$ cat src/rtl/maze_pkg.sv
// Shared definitions for the maze frame buffer.
// Holds the geometry (cell address / data widths), the cell colour codes,
// the clear value and the controller state encoding.
package maze_pkg;

    localparam int AW     = 6;          // cell address width, row = addr[5:3], col = addr[2:0]
    localparam int DW     = 2;          // bicolor cell width
    localparam int NCELLS = 1 << AW;    // cells per buffer

    localparam logic [DW-1:0] C_OFF = 2'b00;
    localparam logic [DW-1:0] C_RED = 2'b01;
    localparam logic [DW-1:0] C_GRN = 2'b10;
    localparam logic [DW-1:0] C_ORG = 2'b11;

    localparam logic [DW-1:0] CLR_VAL = C_OFF;

    typedef enum logic [1:0] {
        INIT_CLR = 2'd0,
        RUN      = 2'd1,
        CLR      = 2'd2
    } fb_state_t;

endpackage

$ cat src/rtl/fb_dpram.sv
// Simple dual-port RAM backing both frame buffers.
// Ports:
//   clk, nrst        clock, async active-low reset (read register only)
//   we, waddr, wdata synchronous write port
//   re, raddr        read request and address
//   rdata            registered read data, holds while re=0
// The array itself carries no reset so it can map onto block RAM.
module fb_dpram
    import maze_pkg::*;
#(
    parameter int ADDR_W = AW + 1,
    parameter int DATA_W = DW
) (
    input  logic              clk,
    input  logic              nrst,
    input  logic              we,
    input  logic [ADDR_W-1:0] waddr,
    input  logic [DATA_W-1:0] wdata,
    input  logic              re,
    input  logic [ADDR_W-1:0] raddr,
    output logic [DATA_W-1:0] rdata
);

    logic [DATA_W-1:0] mem [0:(1<<ADDR_W)-1];

    always_ff @(posedge clk) begin
        if (we) begin
            mem[waddr] <= wdata;
        end
    end

    always_ff @(posedge clk or negedge nrst) begin
        if (!nrst) begin
            rdata <= '0;
        end else if (re) begin
            rdata <= mem[raddr];
        end
    end

endmodule

$ cat src/rtl/maze_frame_buffer.sv
// Double-buffered 8x8 bicolor frame store.
// The display scanner reads the front buffer (address/command -> data, latency 1);
// game logic writes the back buffer through a valid/ready port.
// Ports:
//   clk, nrst                  clock, async active-low reset
//   address, command, data     scan read port on the front buffer
//   wr_valid, wr_ready,        back-buffer write port
//   wr_addr, wr_data
//   clr_start                  pulse: clear back buffer to CLR_VAL
//   swap_req                   pulse: request a front/back exchange
//   swap_done                  one-cycle pulse when the exchange takes effect
//   busy                       high while a clear (initial or requested) runs
//   dbg_state                  current controller state (fb_state_t encoding)
// Handshake: a write transfers on a rising edge where wr_valid & wr_ready are
// both high; wr_valid may be held across wr_ready=0 and the write then waits.
module maze_frame_buffer
    import maze_pkg::*;
(
    input  logic          clk,
    input  logic          nrst,
    input  logic [AW-1:0] address,
    input  logic          command,
    output logic [DW-1:0] data,
    input  logic          wr_valid,
    output logic          wr_ready,
    input  logic [AW-1:0] wr_addr,
    input  logic [DW-1:0] wr_data,
    input  logic          clr_start,
    input  logic          swap_req,
    output logic          swap_done,
    output logic          busy,
    output logic [1:0]    dbg_state
);

    fb_state_t     state;
    logic [AW:0]   clr_cnt;      // spans both buffers during the initial clear
    logic          front;
    logic          swap_pending;
    logic          swap_fire;

    logic          mem_we;
    logic [AW:0]   mem_waddr;
    logic [DW-1:0] mem_wdata;

    assign dbg_state = state;

    // The swap lands on the read of the last cell, so that read still sees
    // the old front and the next frame starts cleanly on the new one.
    assign swap_fire = swap_pending & command & (address == '1) & (state == RUN);

    // Write port: clears own the port while busy, game writes otherwise.
    always_comb begin
        mem_we    = 1'b0;
        mem_waddr = '0;
        mem_wdata = CLR_VAL;
        case (state)
            INIT_CLR: begin
                mem_we    = 1'b1;
                mem_waddr = clr_cnt;
            end
            CLR: begin
                mem_we    = 1'b1;
                mem_waddr = {~front, clr_cnt[AW-1:0]};
            end
            RUN: begin
                mem_we    = wr_valid;
                mem_waddr = {~front, wr_addr};
                mem_wdata = wr_data;
            end
            default: ;
        endcase
    end

    always_ff @(posedge clk or negedge nrst) begin
        if (!nrst) begin
            state        <= INIT_CLR;
            clr_cnt      <= '0;
            busy         <= 1'b1;
            wr_ready     <= 1'b0;
            front        <= 1'b0;
            swap_pending <= 1'b0;
            swap_done    <= 1'b0;
        end else begin
            swap_done <= swap_fire;
            if (swap_fire) begin
                front        <= ~front;
                swap_pending <= 1'b0;
            end else if (swap_req) begin
                swap_pending <= 1'b1;
            end

            case (state)
                INIT_CLR: begin
                    if (clr_cnt == '1) begin
                        clr_cnt  <= '0;
                        state    <= RUN;
                        busy     <= 1'b0;
                        wr_ready <= 1'b1;
                    end else begin
                        clr_cnt <= clr_cnt + 1'b1;
                    end
                end
                RUN: begin
                    if (clr_start) begin
                        clr_cnt  <= '0;
                        state    <= CLR;
                        busy     <= 1'b1;
                        wr_ready <= 1'b0;
                    end
                end
                CLR: begin
                    if (clr_cnt[AW-1:0] == '1) begin
                        clr_cnt  <= '0;
                        state    <= RUN;
                        busy     <= 1'b0;
                        wr_ready <= 1'b1;
                    end else begin
                        clr_cnt <= clr_cnt + 1'b1;
                    end
                end
                default: begin
                    clr_cnt  <= '0;
                    state    <= INIT_CLR;
                    busy     <= 1'b1;
                    wr_ready <= 1'b0;
                end
            endcase
        end
    end

    fb_dpram #(.ADDR_W(AW + 1), .DATA_W(DW)) u_ram (
        .clk   (clk),
        .nrst  (nrst),
        .we    (mem_we),
        .waddr (mem_waddr),
        .wdata (mem_wdata),
        .re    (command),
        .raddr ({front, address}),
        .rdata (data)
    );

endmodule

$ cat config.mk
export PLATFORM = sky130hd
export DESIGN_NAME = maze_frame_buffer
export DESIGN_NICKNAME = d
export VERILOG_FILES = /design/src/rtl/maze_pkg.sv /design/src/rtl/fb_dpram.sv /design/src/rtl/maze_frame_buffer.sv
export SDC_FILE = /design/constraint.sdc
export NUM_CORES = 1
export LEC_CHECK = 0
export ABC_AREA = 1
export CORE_MARGIN = 5
export CORE_UTILIZATION = 45
export DETAILED_ROUTE_END_ITERATION = 16
export PLACE_DENSITY = 0.62
export RECOVER_POWER = 100
export SLEW_MARGIN = 20
export SYNTH_ARGS = -nofsm -noshare
export SYNTH_HDL_FRONTEND = slang
export SYNTH_SLANG_ARGS = --single-unit
$ cat constraint.sdc
create_clock -name clk -period 5.8 [get_ports clk]
set_input_delay 1.16 -clock clk [delete_from_list [all_inputs] [get_ports clk]]
set_output_delay 1.16 -clock clk [all_outputs]
set_load 0.1 [all_outputs]
Word-level counts from Yosys, hierarchy flattened
Memories as Yosys holds them, arrays and structs flattened. A register that Yosys moved wholly into a read port is not among the register bits. Cells that the tools add are included.

$add $sub $neg: 1. Multipliers: 0. Div/mod/pow operators: 0. $lt $le $gt $ge: 0. Eq/ne operators: 8. Shift-type cells: 0. Multiplexer cells: 23. Bitwise operators: 4. Reductions and logical operators: 5.

Operators with widths (count): 7-bit case mux with 3 select lines (2); 7-bit two-way mux (3); 6-bit equality test, second input constant (2); 1-bit two-way mux (10); 2-bit two-way mux (4); 7-bit by 1-bit adder with 7-bit output, second input constant (1); 7-bit equality test, second input constant (1); 2-bit != test, second input constant (3); 1-bit case mux with 3 select lines (2); 2-bit case mux with 3 select lines (1); 1-bit bitwise AND (3); 3-bit AND reduction (1); 2-bit by 1-bit equality test with 1-bit output, second input constant (1); 2-bit equality test, second input constant (1); 2-bit logical NOT (1); 1-bit case mux with 2 select lines (1); 2-bit nonzero test (1); 2-bit OR reduction (1); 1-bit logical NOT (1); 1-bit inverter (1).

Register bits after elaboration: 14. Bits in latches: 0. RAM bits: 256. Memory bits (read-only): 0. Output and inout bits: 7. Logic and storage cells: 49. Memories kept: 1.

Memory list: u_ram.mem (words 128, bits a word 2, rd ports 1, clocked after memory_dff 1, write ports 1, line fb_dpram.sv:24) `logic [DATA_W-1:0] mem [0:(1<<ADDR_W)-1];`.

Depth between registers and ports, before layout
Gate-level depths: netlist (run 1).

Word-level depth: 5. Gate-level depth with buffers: 15. Depth with buffers taken out: 13.

Hierarchy
From an unflattened synthesis (run 1), not the netlist that was laid out.

Cell total of the unflattened synthesis: 1148. Area, all modules: 11931.4 µm².

Modules (own cells, without submodules): fb_dpram (times used 1, cells each 1035, area each 11094.4 µm²); maze_frame_buffer (times used 1, cells each 113, area each 837.1 µm²).

Worst setup path after synthesis (run 1)
Ideal clock, no wire load.

Path kind: register -> register. Start: register state[0], in the netlist dbg_state[0]. End: memory u_ram.mem[0][0] (netlist name), data pin. Arrival: 4.415 ns. Data required time: 5.005 ns. Path slack: 0.590 ns. Stages on the path, launching flop included: 6. Clock period less this slack: 5.210 ns. Path through: dfrtp_1 > buf_6 > inv_6 > nor2_8 > inv_6 > nor2_1.

Longest elaborated chain between the ends: 2.

RTL lines: start, declared (line maze_frame_buffer.sv:35) `fb_state_t state;`; start signal, assigned (line maze_frame_buffer.sv:76) `state <= INIT_CLR;`; start signal, assigned (line maze_frame_buffer.sv:96) `state <= RUN;`; start signal, assigned (line maze_frame_buffer.sv:106) `state <= CLR;`; 2-bit by 1-bit equality test with 1-bit output (line maze_frame_buffer.sv:56) `case (state)`; 2-bit two-way mux (line maze_frame_buffer.sv:56); net mem_wdata[0] (line maze_frame_buffer.sv:43) `logic [DW-1:0] mem_wdata;`; end, declared (line fb_dpram.sv:24).

The timed path passes the listed nets, and every way through them passes these cells.

Final worst setup path (run 1)
Start: register state[0], in the netlist dbg_state[0]. End: memory u_ram.mem[116][0] (netlist name) (enable).

Longest elaborated chain between the ends: 5. Elaborated cells on any way between the ends: 8. Those cells by class: 2 x eq/ne; 4 x mux; 2 x reduce/logical.

RTL lines: 2-bit equality test / 2-bit logical NOT (equally long branches) (line maze_frame_buffer.sv:56); 2-bit OR reduction (no line); 1-bit case mux with 2 select lines (line maze_frame_buffer.sv:56); 1-bit two-way mux (line fb_dpram.sv:27) `if (we) begin`; 1-bit two-way mux (implied by the code) (line fb_dpram.sv:28) `mem[waddr] <= wdata;`.

Parallel ways exist; a longest one is shown, timed or not.

==> qor.csv, run 1 <==
stage;metric;value;unit
run_status;status;complete, but fails checks;
run_status;failing checks;capacitance limit, slew limit;
synth;Compound-Gate Fraction of Synth Area;0.0281;
worst_setup_path;crit path capture;u_ram.mem[116][0]$_DFFE_PP_;
worst_setup_path;slowest CP cell;dfrtp_1;
cts;postcts setup bufs;0;
routing;DRC marker count from the first detailed-route iteration;736;
place;IO buf count;26;
cts;CTS clk-pin slew, worst paths;0.06;ns
power;Switching Fraction;0.315;
final_layout;footprint of the multi-input gates;3320;sq um
worst_setup_path;crit path capture type;register;
synth;Adder-Cell Fraction of Synth Area;0.00104;
timing;FMAX;241;MHz
synth;synthesized area per cell;10.5;sq um
cts;CTS tree;yes;
cts;Clock Sinks;272;
grt;largest net degree at the start of global routing;84;
power;Comb power frac;0.208;
cts;Resize count post-CTS;0;
synth;Synth Area in XOR/XNOR;0.00145;
floorplan;Core ar.;26700;sq um
final_layout;Fill cells;2375;
power;clock share of power;0.345;
routing;drt total wl;29300;um
place;dpl hpwl;17200;um
synth;Distinct cells, synth;35;
worst_setup_path;r2r endpoint;u_ram.mem[116][0]$_DFFE_PP_;
power;Internal;3710;uW
final_layout;design area;13400;sq um
power;Reg power frac;0.447;
final_layout;layout cell share with drive strength beyond 1;0.0696;
grt;vias in the first global route;8203;
grt;Total GRT Usage;0.192;
routing;via count;8274;
timing;actual slew at the worst max-slew pin;1.67;ns
worst_setup_path;number of cells on the critical path;8;
hold_path;Worst Min Path Start;wr_ready$_DFFE_PN0P_;
synth;ys async rst share;0.0588;
cts;CTS root buffer;clkbuf_16;
grt;GR Overflow Total;0;
synth;largest family of logic cells by synthesized area;simple AND/OR/NAND/NOR gates;
cts;Post-CTS Hold Buffers;0;
cts;cts bufs inserted;29;
final_layout;Layout Nets;1177;
routing;post-DR vias/cell;5.45;
routing;ANT nets after route;0;
timing;Sum Neg Setup Slack;0;ns
timing;Period Utilization, post-route;0.715;
synth;Seq/Total Area, Yosys;0.671;
synth;Post-Syn Area;12100;sq um
timing;Slew headroom;-0.115;
cts;CTS max path bufs;3;
final_layout;Sequential Area;8090;sq um
power;Net Switching;1710;uW
place;GPL Wtd Cong;0.814;
routing;wire per inst;19.3;um
worst_setup_path;Critical path buffers and inverters;3;
floorplan;die area;30200;sq um
synth;#FFs+latches synth;272;
synth;count leader, synth;nand2_1;
worst_setup_path;Worst Setup Start Kind;register;
worst_setup_path;CP max stage delay;0.70;ns
grt;first-pass GRT wire length;45900;um
synth;Post-synth EDFFs;256;
grt;initial antenna violation count;0;
synth;Synth Area in Simple Gates;0.248;
worst_setup_path;Critical Path Start;dbg_state[0]$_DFFE_PN0P_;
cts;Clk Latency, worst-skew pair;0.55;ns
timing;Hold Fails Final Rpt;0;
synth;Ys Warns;0;
synth;Post-Syn Instances;1149;
floorplan;Cell Rows;60;
worst_setup_path;reg2reg path depth;8;
worst_setup_path;most used cell, CP;nor2_1;
synth;commonest cells in the netlist;nand2_1 (326), edfxtp_1 (256), nand3_1 (178);
timing;Max Slew Vio Count;145;
synth;ranking of synthesized cells by area;edfxtp_1 (64%), nand2_1 (10%), nand3_1 (7.4%);
worst_setup_path;worst path required time;6.03;ns
synth;post-synth top area share;0.638;
floorplan;die width;174;um
worst_setup_path;critical setup path kind;register to register;
synth;mux cell area share after synthesis;0;
worst_setup_path;CP Cell Sequence;clkinvlp_2, nor2_1, clkinvlp_2, o21ai_0, inv_1, nor2_1, nand2_1, nor2_1;
place;Placed Area;12500;sq um
cts;htree depth;1;
synth;syn nets;1170;
worst_setup_path;worst r2r src;dbg_state[0]$_DFFE_PN0P_;
power;pwr dens;406;nW/um^2
timing;Final setup viols;0;
worst_setup_path;Crit path max-delay family;simple AND/OR/NAND/NOR gates;
worst_setup_path;Crit Path Max Fanout;11;
floorplan;io pins;27;
power;Max VDD drop;0.000473;V
synth;Top FF cell, synth;edfxtp_1;
worst_setup_path;CP arrival;4.38;ns
timing;Worst Skew;0.0137;ns
timing;Tmin final;4.15;ns
floorplan;Initial Util;0.452;
final_layout;Syn-to-layout area delta;10.9;%
synth;cell taking the most area after synthesis;edfxtp_1;
final_layout;diode count;0;
routing;DRC;0;
routing;Pre-Repair DR Iteration Count;5;
timing;RSZ-0062 raised after global routing;no;
run;Maximum Capacitance Violations;2;
hold_path;worst hold path type;register to register;
power;Pleak;0.00493;uW
worst_setup_path;R2R setup slack;1.65;ns
floorplan;die height;174;um
area by class of cell:
| class | instances | share of cell area |
|---|---|---|
| Tap cell | 341 | 0.0319 |
| Sequential cell | 272 | 0.605 |
| Timing Repair Buffer | 35 | 0.0232 |
| Multi-Input combinational cell | 751 | 0.248 |
| Clock buffer | 33 | 0.0554 |
| Inverter | 67 | 0.0191 |
| Clock inverter | 20 | 0.0171 |
stage by stage:
step	setup slack [ns]	power (uW)	hold slack (ns)	std cells	util
2_1_floorplan	0.590	3260	0.455	1149	-
3_3_place_gp	1.45	3620	0.470	1466	0.468
3_5_place_dp	1.33	3630	0.462	1466	0.468
4_1_cts	1.89	5490	0.479	1519	0.504
5_1_grt	1.23	5650	0.534	1519	0.502
6_report	1.65	5430	0.470	1519	0.502
layer usage:
metal | GRT usage | routed length (um)
met2 | 0.317 | 13900
met1 | 0.269 | 12700
met4 | 0.0508 | 703
met5 | 0 | 0
met3 | 0.0305 | 2040
flip-flops by register name (all words and copies together), names as in the netlist:
signal        flops
busy              1
clr_cnt           7
dbg_state         2
front             1
swap_done         1
swap_pending      1
u_ram.mem       256
u_ram.rdata       2
wr_ready          1
power groups by stage:
| stage | sequential [uW] | combinational, uW | clock, uW |
|---|---|---|---|
| after floorplan | 2570 | 690 | 0 |
| after global placement | 2460 | 1160 | 0 |
| after detailed placement | 2460 | 1160 | 0 |
| after CTS | 2420 | 1170 | 1900 |
| after global routing | 2430 | 1230 | 1990 |
| final | 2420 | 1130 | 1870 |
cell families after synthesis:
family	after synthesis
simple gates	700
flops	272
buf+inv	126
compound gates	48
xor+xnor	2
fa+ha+maj	1
worst min path at each step:
stage                                          end  slack (ns)  cells after the start
after floorplan           swap_pending$_DFFE_PN0P_        0.46                      2
after global placement        wr_ready$_DFFE_PN0P_        0.47                      2
after detailed placement      wr_ready$_DFFE_PN0P_        0.46                      2
after CTS                     wr_ready$_DFFE_PN0P_        0.48                      2
after global routing          wr_ready$_DFFE_PN0P_        0.53                      2
final                         wr_ready$_DFFE_PN0P_        0.47                      2
placed cells by master (no fill, tap or decap):
cell type / instances
a21oi_1: 14
buf_2: 1
buf_4: 6
bufinv_16: 5
clkbuf_1: 4
clkbuf_16: 29
clkbuf_2: 4
clkdlybuf4s50_1: 16
clkinv_1: 6
clkinv_2: 8
clkinv_4: 1
clkinvlp_2: 2
clkinvlp_4: 1
dfrtp_1: 15
dfstp_2: 1
dlygate4sd3_1: 8
edfxtp_1: 256
ha_1: 1
inv_1: 59
inv_2: 4
inv_6: 1
nand2_1: 326
nand2_2: 4
nand2_4: 4
nand3_1: 178
nand4_1: 13
nor2_1: 163
nor2_2: 2
nor2_4: 4
nor3_1: 4
o211ai_1: 10
o21a_1: 1
o21ai_0: 11
o21ai_1: 2
o21bai_1: 1
o22ai_1: 6
o22ai_4: 3
or2_2: 2
xor2_1: 2
worst register-to-register path: cells and delay by family, from the launching register on:
kind | cells | cell delay, ns
AOI/OAI and AO/OA | 1 | 0.57
buffers and inverters | 3 | 1.07
DFF | 1 | 0.70
and+or+nand+nor | 4 | 1.49
Power figures use the tool's default switching activity.
==> inputs of run 2 (changes only) <==
clock period = 4.1 ns   (was 5.8 ns; I/O delays follow)
==> run 2 against run 1 <==
Net effect:
- the flow now finishes without violations
- sequential power up 42%
- clock power up 24%
- global-route usage down 0.13 points
- critical endpoint is now u_ram.mem[0][1]$_DFFE_PP_
==> qor.csv, run 2 (synthesized netlist as in run 1, its figures left out) <==
stage;metric;value;unit
grt;first-pass GRT wire length;45300;um
grt;Total GRT Usage;0.191;
routing;routed wl met2;13900;um
place;dpl hpwl;16700;um
power;Pleak;0.00486;uW
worst_setup_path;CP arrival;3.66;ns
worst_setup_path;critical setup path kind;register to register;
grt;largest net degree at the start of global routing;129;
grt;initial antenna violation count;0;
routing;ANT nets after route;0;
timing;Max Slew Vio Count;0;
cts;Post-CTS Hold Buffers;0;
timing;FMAX;294;MHz
power;Internal;4940;uW
place;IO buf count;26;
hold_path;Worst Hold Path Cells;2;
power;Switching Fraction;0.325;
routing;WL met3;2420;um
final_layout;Util after Layout;0.497;
timing;Final setup viols;0;
timing;Slew headroom;0.0470;
place;GPL Wtd Cong;0.781;
final_layout;Finished Layout Cells;1520;
routing;wire per inst;19.1;um
routing;top sig layer;met4;
worst_setup_path;R2R setup slack;0.70;ns
final_layout;register with the most flip-flops;u_ram.mem;
power;Comb power frac;0.215;
cts;Clk Latency, worst-skew pair;0.56;ns
worst_setup_path;r2r endpoint;u_ram.mem[0][1]$_DFFE_PP_;
grt;vias in the first global route;7994;
worst_setup_path;Crit Path Max Fanout;16;
run;Maximum Capacitance Violations;0;
run_status;status;finished clean;
cts;Clock Sinks;272;
timing;Worst Skew;0.0150;ns
hold_path;Hold Path End;wr_ready$_DFFE_PN0P_;
routing;Pre-Repair DR Iteration Count;6;
cts;htree depth;1;
floorplan;Core ar.;26700;sq um
floorplan;Initial Util;0.452;
power;pwr dens;553;nW/um^2
timing;RSZ-0062 raised after global routing;no;
final_layout;Layout Nets;1180;
cts;cts bufs inserted;29;
routing;DRC;0;
floorplan;Cell Rows;60;
power;Reg power frac;0.468;
final_layout;most frequent cells in the layout;nand2_1 (327), edfxtp_1 (256), nand3_1 (178), nor2_1 (163), inv_1 (59);
cts;Resize count post-CTS;0;
timing;Period Utilization, post-route;0.830;
cts;CTS tree;yes;
routing;drt total wl;29000;um
final_layout;commonest non-fill, non-tap cell in the layout;nand2_1;
hold_path;Worst Min Path Start;wr_ready$_DFFE_PN0P_;
timing;Hold Fails Final Rpt;0;
final_layout;max reg flops;256;
grt;GR Overflow Total;0;
cts;CTS max path bufs;3;
floorplan;io pins;27;
power;Net Switching;2380;uW
final_layout;layout cell share with drive strength beyond 1;0.0628;
routing;post-DR vias/cell;5.47;
place;placed cell count;1469;
routing;M1 WL;12200;um
timing;Tmin final;3.40;ns
power;Power Total;7320;uW
power;clock share of power;0.317;
cts;CTS root buffer;clkbuf_16;
worst_setup_path;Worst Setup Start Kind;register;
timing;actual slew at the worst max-slew pin;1.43;ns
power;Max VDD drop;0.000699;V
worst_setup_path;worst r2r src;dbg_state[0]$_DFFE_PN0P_;
worst_setup_path;crit path capture type;register;
cts;postcts setup bufs;0;
routing;DRC marker count from the first detailed-route iteration;720;
cts;CTS clk-pin slew, worst paths;0.06;ns
worst_setup_path;reg2reg path depth;7;
worst_setup_path;worst path required time;4.35;ns
final_layout;diode count;0;
routing;via count;8309;
floorplan;die width;174;um
final_layout;Largest regs;u_ram.mem (256), clr_cnt (7);
final_layout;Syn-to-layout area delta;9.86;%
floorplan;die height;174;um
floorplan;die area;30200;sq um
hold_path;worst hold path type;register to register;
run 2: cell count changes in the layout (fill, tap and decap cells not counted), sizes merged:
cell           change
clkbuf             +4
clkinvlp           -1
dlygate4sd3        +1
buf                +5
clkinv             -2
bufinv             -5
clkdlybuf4s50      -1
run 2: critical path: stages (launching register included):
cell and delay [ns]:
dfrtp_1 0.64, clkinvlp_2 0.41, nor2_1 0.51, inv_6 0.13, o22ai_1 0.26, nor2_2 0.12, nand2_1 0.84, nor2_1 0.19
run 2: worst max path at each step:
stage | start | depth (start not counted) | slack (ns) | endpoint
2_1_floorplan | dbg_state[0]$_DFFE_PN0P_ | 5 | -1.11 | u_ram.mem[0][0]$_DFFE_PP_
5_1_grt | dbg_state[0]$_DFFE_PN0P_ | 8 | 0.36 | u_ram.mem[107][0]$_DFFE_PP_
6_report | dbg_state[0]$_DFFE_PN0P_ | 7 | 0.70 | u_ram.mem[0][1]$_DFFE_PP_
3_3_place_gp | address[2] | 6 | 1.10 | swap_pending$_DFFE_PN0P_
4_1_cts | dbg_state[0]$_DFFE_PN0P_ | 1 | 0.66 | dbg_state[0]
3_5_place_dp | address[2] | 10 | 1.07 | u_ram.rdata[0]$_DFFE_PN0P_
run 2: cell type report:
class | count | area (sq um)
repair buffers | 38 | 343
inverters | 67 | 259
clock inverters | 12 | 71.3
multi-input cells | 751 | 3290
flip-flops and latches | 272 | 8090
well taps | 341 | 427
clock buffers | 39 | 763
fillers | 2441 | 13400
run 2: power groups by stage:
| stage | Sequential [uW] | Clock [uW] | Combinational [uW] |
|---|---|---|---|
| 4_1_cts | 3420 | 2360 | 1670 |
| 5_1_grt | 3440 | 2500 | 1700 |
| 6_report | 3430 | 2320 | 1580 |
| 3_5_place_dp | 3480 | 0 | 1660 |
| 3_3_place_gp | 3480 | 0 | 1650 |
| 2_1_floorplan | 3640 | 0 | 976 |
run 2: per-stage QoR:
stage	hold slack, ns	area (sq um)	worst slack [ns]	setup TNS (ns)
3_5_place_dp	0.468	12500	1.07	0
5_1_grt	0.516	13200	0.356	0
2_1_floorplan	0.455	12100	-1.11	-284.17
6_report	0.475	13200	0.697	0
4_1_cts	0.485	13400	0.657	0
3_3_place_gp	0.466	12500	1.10	0
run 2: layer usage:
| layer | global-route usage | vias to the layer above |
|---|---|---|
| li1 | - | 3917 |
| met1 | 0.272 | 4025 |
| met2 | 0.312 | 322 |
| met3 | 0.0316 | 45 |
| met4 | 0.0429 | 0 |
| met5 | 0 | - |
==> inputs of run 3 (changes only) <==
clock period = 3.15 ns   (was 4.1 ns; I/O delays follow)
==> run 3 against run 2 <==
Net effect:
- flip-flop and latch count stayed put
- clock skew shrank 0.0037 ns
- register-to-register slack worse by 0.21 ns
- die area unchanged
- critical endpoint is now u_ram.mem[82][1]$_DFFE_PP_
==> qor.csv, run 3 (synthesized netlist as in run 1, its figures left out) <==
stage;metric;value;unit
floorplan;die width;174;um
routing;ANT nets after route;0;
cts;postcts setup bufs;0;
timing;FMAX;375;MHz
floorplan;die area;30200;sq um
power;clock share of power;0.323;
final_layout;most frequent cells in the layout;nand2_1 (328), edfxtp_1 (256), nand3_1 (178), nor2_1 (164), inv_1 (60);
place;dpl hpwl;17400;um
grt;met1 GRT Util;0.277;
power;pwr dens;724;nW/um^2
cts;CTS root buffer;clkbuf_16;
grt;M3 GR Usage;0.0366;
worst_setup_path;crit path capture type;register;
worst_setup_path;Worst Setup Start Kind;register;
grt;routing usage on met2;0.302;
timing;Slew headroom;0.0581;
final_layout;register with the most flip-flops;u_ram.mem;
final_layout;max reg flops;256;
final_layout;Largest regs;u_ram.mem (256), clr_cnt (7);
final_layout;layout cell share with drive strength beyond 1;0.0686;
grt;GR Overflow Total;0;
floorplan;io pins;27;
timing;Max Slew Vio Count;0;
routing;drt total wl;29300;um
power;Reg power frac;0.463;
power;Internal;6530;uW
cts;cts bufs inserted;28;
timing;actual slew at the worst max-slew pin;1.41;ns
floorplan;Cell Rows;60;
final_layout;Fill cells;2391;
timing;Setup WS post-layout;0.486;ns
routing;DRC marker count from the first detailed-route iteration;680;
timing;RSZ-0062 raised after global routing;no;
power;Net Switching;3100;uW
final_layout;footprint of the multi-input gates;3310;sq um
cts;htree depth;1;
final_layout;commonest non-fill, non-tap cell in the layout;nand2_1;
cts;Clk Latency, worst-skew pair;0.54;ns
power;Comb power frac;0.214;
final_layout;Layout Nets;1184;
place;GPL Wtd Cong;0.851;
place;IO buf count;26;
cts;CTS tree;yes;
floorplan;Core ar.;26700;sq um
routing;via count;8270;
final_layout;Syn-to-layout area delta;10.5;%
timing;Sum Neg Setup Slack;0;ns
cts;CTS max path bufs;3;
grt;initial antenna violation count;1;
timing;Tmin final;2.66;ns
worst_setup_path;worst path required time;3.39;ns
timing;Period Utilization, post-route;0.846;
run;Maximum Capacitance Violations;0;
floorplan;Initial Util;0.452;
grt;largest net degree at the start of global routing;129;
power;Switching Fraction;0.322;
routing;wire per inst;19.2;um
cts;Resize count post-CTS;0;
cts;Clock Sinks;272;
cts;Post-CTS Hold Buffers;0;
grt;Total GRT Usage;0.191;
worst_setup_path;critical setup path kind;register to register;
cts;CTS clk-pin slew, worst paths;0.06;ns
final_layout;Sequential Area;8090;sq um
timing;Fin Hold WS;0.488;ns
timing;Final setup viols;0;
timing;Worst Skew;0.0113;ns
grt;vias in the first global route;8056;
floorplan;die height;174;um
routing;post-DR vias/cell;5.43;
power;Max VDD drop;0.000704;V
hold_path;worst hold path type;register to register;
worst_setup_path;Crit Path Max Fanout;16;
routing;DRC;0;
timing;Hold Fails Final Rpt;0;
routing;Pre-Repair DR Iteration Count;5;
worst_setup_path;CP arrival;2.91;ns
run_status;status;finished clean;
grt;first-pass GRT wire length;45400;um
worst_setup_path;R2R setup slack;0.49;ns
place;DP Worst Slack;0.465;ns
grt;busiest grt layer;met2;
power;Pleak;0.00492;uW
## run 3: cell count changes in the layout (fill, tap and decap cells not counted), sizes merged
cell         change
clkinvlp         -2
clkbuf           +2
bufinv           +2
diode            +1
dlygate4sd3      -7
clkinv           +2
buf              +4
## run 3: worst paths after layout
kind / start / end / cells past startpoint
min reg2reg: wr_ready$_DFFE_PN0P_ / wr_ready$_DFFE_PN0P_ / 2
max reg2reg: dbg_state[0]$_DFFE_PN0P_ / u_ram.mem[82][1]$_DFFE_PP_ / 7
min in group asynchronous: nrst / clr_cnt[1]$_DFFE_PN0P_ / 1
min: wr_ready$_DFFE_PN0P_ / wr_ready$_DFFE_PN0P_ / 2
max: dbg_state[0]$_DFFE_PN0P_ / u_ram.mem[82][1]$_DFFE_PP_ / 7
max in group asynchronous: nrst / swap_done$_DFF_PN0_ / 1
## run 3: metal layers
layer	up-vias	part of all wire	routed length [um]
li1	3925	-	-
met1	4016	0.44	12900
met2	279	0.46	13600
met3	50	0.077	2250
met4	0	0.019	564
met5	-	0	0
## run 3: layout make-up
type	instances	area share
sequential	272	0.608
multi-input combinational	751	0.249
clock buffer	33	0.0540
tap	341	0.0320
timing repair buffer	43	0.0279
inverter	67	0.0197
clock inverter	14	0.00949
antenna	1	0.000188
## run 3: power groups by stage
stage	clock [uW]	sequential (uW)	combinational, uW
2_1_floorplan	0	4710	1270
3_3_place_gp	0	4520	2170
3_5_place_dp	0	4520	2180
4_1_cts	3150	4450	2180
5_1_grt	3280	4480	2250
6_report	3110	4460	2060
## run 3: metrics by stage
| step | power, uW | std cells | instance area [sq um] | util |
|---|---|---|---|---|
| after global routing | 10000 | 1522 | 13300 | 0.500 |
| final | 9640 | 1522 | 13300 | 0.500 |
| after detailed placement | 6700 | 1474 | 12600 | 0.472 |
| after floorplan | 5990 | 1149 | 12100 | - |
| after CTS | 9780 | 1521 | 13400 | 0.504 |
| after global placement | 6690 | 1474 | 12600 | 0.472 |
## run 3: worst max-delay path: stages (launching register included)
cell and delay, ns:
dfrtp_1 0.58, inv_6 0.09, nor2_8 0.14, inv_6 0.08, o22ai_1 0.36, nor2_4 0.09, nand2_1 0.81, nor2_1 0.20
==> edit 1: new RTL, config.mk and constraints of run 3 <==
The package constant `DW` goes from 2 to 4.
--- a/src/rtl/maze_pkg.sv
+++ b/src/rtl/maze_pkg.sv
@@ -5,5 +5,5 @@
 
     localparam int AW     = 6;          // cell address width, row = addr[5:3], col = addr[2:0]
-    localparam int DW     = 2;          // bicolor cell width
+    localparam int DW     = 4;          // bicolor cell width
     localparam int NCELLS = 1 << AW;    // cells per buffer
 
Ports: changed (resized data and wr_data); port bits go from 27 to 31. No check against the original RTL was run, so the function may have changed too.
==> edit 1 against run 3 <==
- the flow now finishes with violations (max-capacitance violations, max-slew violations)
- area after synthesis increased by 85%
- die area increased by 80%
- sequential share of layout area is 3.2 points higher
- largest cell class unchanged
- routed wire length grew 90%
- largest power group unchanged
- sequential cell count is 258 higher
- setup slack worse by 0.25 ns
- total power grew 81%
- non-clock buffer count up 32
- critical path type is now input port to flop
- clock power is 87% higher
- register-to-register slack worse by 0.17 ns
- critical path depth unchanged
- count of clock-buffer cells in the layout rose by 33
- final area up 86%
- utilization is 0.51 points higher
==> edit 1: results (changes against run 3) <==
The CTS H-tree depth came out at 2 (was 1). The tools report the first-pass GRT wire length as 85700 um (was 45400 um). The depth of the worst register-to-register path was 9 (was 7).

The number of max-capacitance violations reported was 5 (was 0). The checks that failed: max-capacitance violations, max-slew violations. The number of DRC markers after the initial detailed-route iteration was 1282 (was 680); the sequential cell count was 530 (was 272). Mean number of vias per cell: 5.45 (was 5.43).

The routability congestion estimate from global placement was 0.900 (was 0.851); the fraction of layout instances using a drive strength above 1 was 0.0595 (was 0.0686). The post-layout net count is 2053 (was 1184), and the worst clock skew is 0.0225 ns (was 0.0113 ns). The run gives 106 (was 129) as the maximum number of pins on one net before global-route repair.

For the combinational logic power, the log shows 2.99 mW (was 2.06 mW). The slowest cell on the critical path is sky130_fd_sc_hd__nor4_1 (was sky130_fd_sc_hd__nand2_1). The met1 usage in global routing is 0.288 (was 0.277), and the non-clock buffer count in the final layout is 75 (was 43). Most area-consuming cells after synthesis: sky130_fd_sc_hd__edfxtp_1 69%, sky130_fd_sc_hd__nand2_1 10%, sky130_fd_sc_hd__nand3_1 7.9% (was sky130_fd_sc_hd__edfxtp_1 64%, sky130_fd_sc_hd__nand2_1 10%, sky130_fd_sc_hd__nand3_1 7.4%). The summed instance area of the synthesized netlist is 22300 um^2 (was 12100 um^2). The all-layer global routing usage is 0.206 (was 0.191).

The run gives 0.331 (was 0.302) as the global routing usage on met2. The number of flip-flops under the largest register name was 512 (was 256); the relative max-transition margin was -0.0993 (was 0.0581). Wire length on met3: 4740 um (was 2250 um). Number of port buffers: 30 (was 26). The sum of met2 wire segment lengths after detailed routing came out at 26300 um (was 13600 um).

The distinct cell type count of the synthesized netlist was 31 (was 35); the count of flip-flops with a built-in enable after synthesis was 512 (was 256). The number of nets produced by synthesis is 2041 (was 1170), and the total placed instance area is 23500 um^2 (was 12600 um^2). The switching power as a share of total power works out to 0.291 (was 0.322). The flow ran to the end, but the final reports show violations. The run gives 0.32 ns (was 0.49 ns) as the internal reg-to-reg setup slack. For the number of placed instances, taps included, the log shows 2641 (was 1474). Largest registers: u_ram.mem x512, clr_cnt x7, u_ram.rdata x4 (was u_ram.mem x256, clr_cnt x7). The run gives 66 (was 33) as the count of clock buffers in the final design. Clock-cell share of area: 0.0630 (was 0.0635).

The logs give 23300 um (was 12900 um) for the detailed-routing wirelength on met1 and 2018 (was 1149) for the post-synthesis cell count. For the count of pins over their slew limit, the log shows 284 (was 0). The count of inverters not on the clock network in the layout came out at 92 (was 67). The vias after detailed routing is 14.9k (was 8270). The number of multi-input logic gates was 1280 (was 751). The power per cell area was 703 nW/um^2 (was 724 nW/um^2); the global routing usage on met3 was 0.0448 (was 0.0366).

Category of cells accounting for the largest share of critical-path delay: buffers and inverters (was simple AND/OR/NAND/NOR gates). The logs give 51 (was 28) for the total CTS buffers and 9.04 nW (was 4.92 nW) for the static power due to leakage. The tools report the HPWL after detailed placement as 33900 um (was 17400 um).

The run gives 15800 um^2 (was 8090 um^2) as the area taken by flip-flops and latches.
edit 1: changes by cell type in the layout (fill, tap and decap cells not counted), moves of 12 or more:
cell	delta
sky130_fd_sc_hd__edfxtp_1	+256
sky130_fd_sc_hd__nor2_1	+26
sky130_fd_sc_hd__nand3_1	+175
sky130_fd_sc_hd__a21oi_1	+12
sky130_fd_sc_hd__inv_1	+28
sky130_fd_sc_hd__nand2_1	+296
sky130_fd_sc_hd__nand4_1	+12
sky130_fd_sc_hd__clkbuf_16	+23
sky130_fd_sc_hd__clkbuf_1	+16
edit 1: tightest hold or removal path, delay by kind of cell (launching register included):
kind             cells  cell delay, ns
flip-flops           1            0.35
AND/OR/NAND/NOR      2            0.10
edit 1: kinds of logic after synthesis:
logic type,synth area share
compound gates,0.0218
xor+xnor,0.000392
fa+ha+maj,0.000560
buf+inv,0.0414
flops,0.708
simple gates,0.227
edit 1: per-stage QoR:
stage | setup slack, ns | hold slack (ns) | utilization
after floorplan | -0.771 | 0.334 | -
after global placement | 0.187 | 0.469 | 0.478
after detailed placement | 0.131 | 0.463 | 0.478
after CTS | 0.429 | 0.481 | 0.510
after global routing | 0.137 | 0.506 | 0.505
final | 0.238 | 0.476 | 0.505
edit 1: how the worst max path moves through the flow:
stage                            start           endpoint  slack [ns]  cells after the start
final                       address[2]       swap_pending        0.24                      7
after CTS                 dbg_state[0]  u_ram.mem[115][0]        0.43                      8
after global placement      wr_addr[0]   u_ram.mem[59][1]        0.19                      8
after global routing      dbg_state[0]   u_ram.mem[59][3]        0.14                      9
after detailed placement    wr_addr[0]  u_ram.mem[115][2]        0.13                      8
after floorplan           dbg_state[0]    u_ram.mem[0][0]       -0.77                      6
==> edit 2: new RTL, settings of run 3 <==
Made on the original files. Register the output `dbg_state` once more, without a reset; this adds one clock of latency there. The other outputs are not delayed to match.
--- a/src/rtl/maze_frame_buffer.sv
+++ b/src/rtl/maze_frame_buffer.sv
@@ -43,5 +43,7 @@
     logic [DW-1:0] mem_wdata;
 
-    assign dbg_state = state;
+    always_ff @(posedge clk) begin
+        dbg_state <= state;
+    end
 
     // The swap lands on the read of the last cell, so that read still sees
Formal check against the unedited RTL: same outputs for any inputs over 10 cycles, from zero or initial values and one cycle with nrst low; that may be too few to reach the edited logic, so the function may still have changed.
==> edit 2 against run 3 <==
- routed wire length is 1.7% higher
- die area shrank 0.47%
- sequential cell count increased by 2
- clock skew up 0.00054 ns
- critical endpoint is now u_ram.mem[74][1]
- setup slack worse by 0.13 ns
- final area grew 1.7%
- largest power group unchanged
- total power up 4.8%
- critical path depth rose by 1
- worst hold slack lost 0.0096 ns
- area after synthesis is 0.50% lower
==> edit 2: results (changes against run 3) <==
The run finished with clean final reports. The signed area change from the synthesized netlist to the final layout was 12.8% (was 10.5%). The first-pass GRT wire length is 46200 um (was 45400 um), and the switching power as a share of total power is 0.306 (was 0.322).

The relative max-transition margin came out at 0.0634 (was 0.0581). The logs give 0 (was 1) for the count of inserted antenna diode cells and 0.821 (was 0.851) for the routability congestion estimate from global placement. The static power due to leakage is 4.99 nW (was 4.92 nW), and the total placed instance area is 12600 um^2 (about the same). The fraction of area in non-clock buffers came out at 0.0326 (was 0.0279).

The number of DRC markers after the initial detailed-route iteration came out at 874 (was 680). The tools report the post-place setup slack as 0.567 ns (was 0.465 ns). The worst hold margin was 0.478 ns (was 0.488 ns). The logs give 274 (was 272) for the number of clock sinks and 1140 (was 1149) for the post-synthesis cell count.

The count of clock buffers in the final design is 39 (was 33). The non-clock buffer count in the final layout is 48 (was 43), and the number of multi-input logic gates is 745 (was 751). The run gives 29800 um (was 29300 um) as the aggregate routed wire length.

Launch point of the worst path: state[0] (was dbg_state[0]). The number of fillers in the final layout is 2393 (was 2391), and the largest incremental delay on the critical path is 0.67 ns (was 0.81 ns). The count of inverters not on the clock network in the layout was 62 (was 67). The HPWL after detailed placement is 18200 um (was 17400 um), and the combined area of the multi-input logic cells is 3260 um^2 (was 3310 um^2). The power per cell area was 746 nW/um^2 (was 724 nW/um^2). The logs give 3.63 mW (was 3.11 mW) for the power in the clock group and 566 uV (was 704 uV) for the largest vdd supply drop. Final cycle utilization of the critical path: 0.886 (was 0.846). The clock-cell share of area is 0.0774 (was 0.0635), and the arrival time of the worst setup path is 3.01 ns (was 2.91 ns). The number of nets produced by synthesis is 1161 (was 1170). The share of synthesized flip-flops with an asynchronous set or reset is 0.0584 (was 0.0588), and the detailed-routing wirelength on met1 is 12700 um (was 12900 um). The sum of met2 wire segment lengths after detailed routing was 14400 um (was 13600 um). The internal reg-to-reg setup slack is 0.36 ns (was 0.49 ns), and the worst clock skew is 0.0118 ns (was 0.0113 ns). The count of placed standard cells in the final layout, fillers left out was 1517 (was 1522); the vias after detailed routing was 8239 (was 8270). The tools report the all-layer global routing usage as 0.196 (was 0.191).
## edit 2: cell types whose count changed after synthesis, sizes merged, moves of 2 or more
| cell | before | now |
|---|---|---|
| nand2 | 334 | 328 |
| nor2 | 169 | 166 |
| nor3 | 4 | 1 |
| inv | 66 | 61 |
| dfxtp | 0 | 2 |
## edit 2: cell families after synthesis
| kind of cell | Yosys count | share of synthesized area |
|---|---|---|
| and+or+nand+nor | 691 | 0.243 |
| DFF | 274 | 0.678 |
| buffers and inverters | 121 | 0.0475 |
| AOI/OAI and AO/OA | 49 | 0.0278 |
| xor gates and xnor gates | 4 | 0.00292 |
| adders and majority gates | 1 | 0.00104 |
## edit 2: layer usage
layer,up-vias,GRT usage
met3,35,0.0340
met5,-,0
met2,284,0.326
met1,3999,0.271
met4,0,0.0462
li1,3921,-
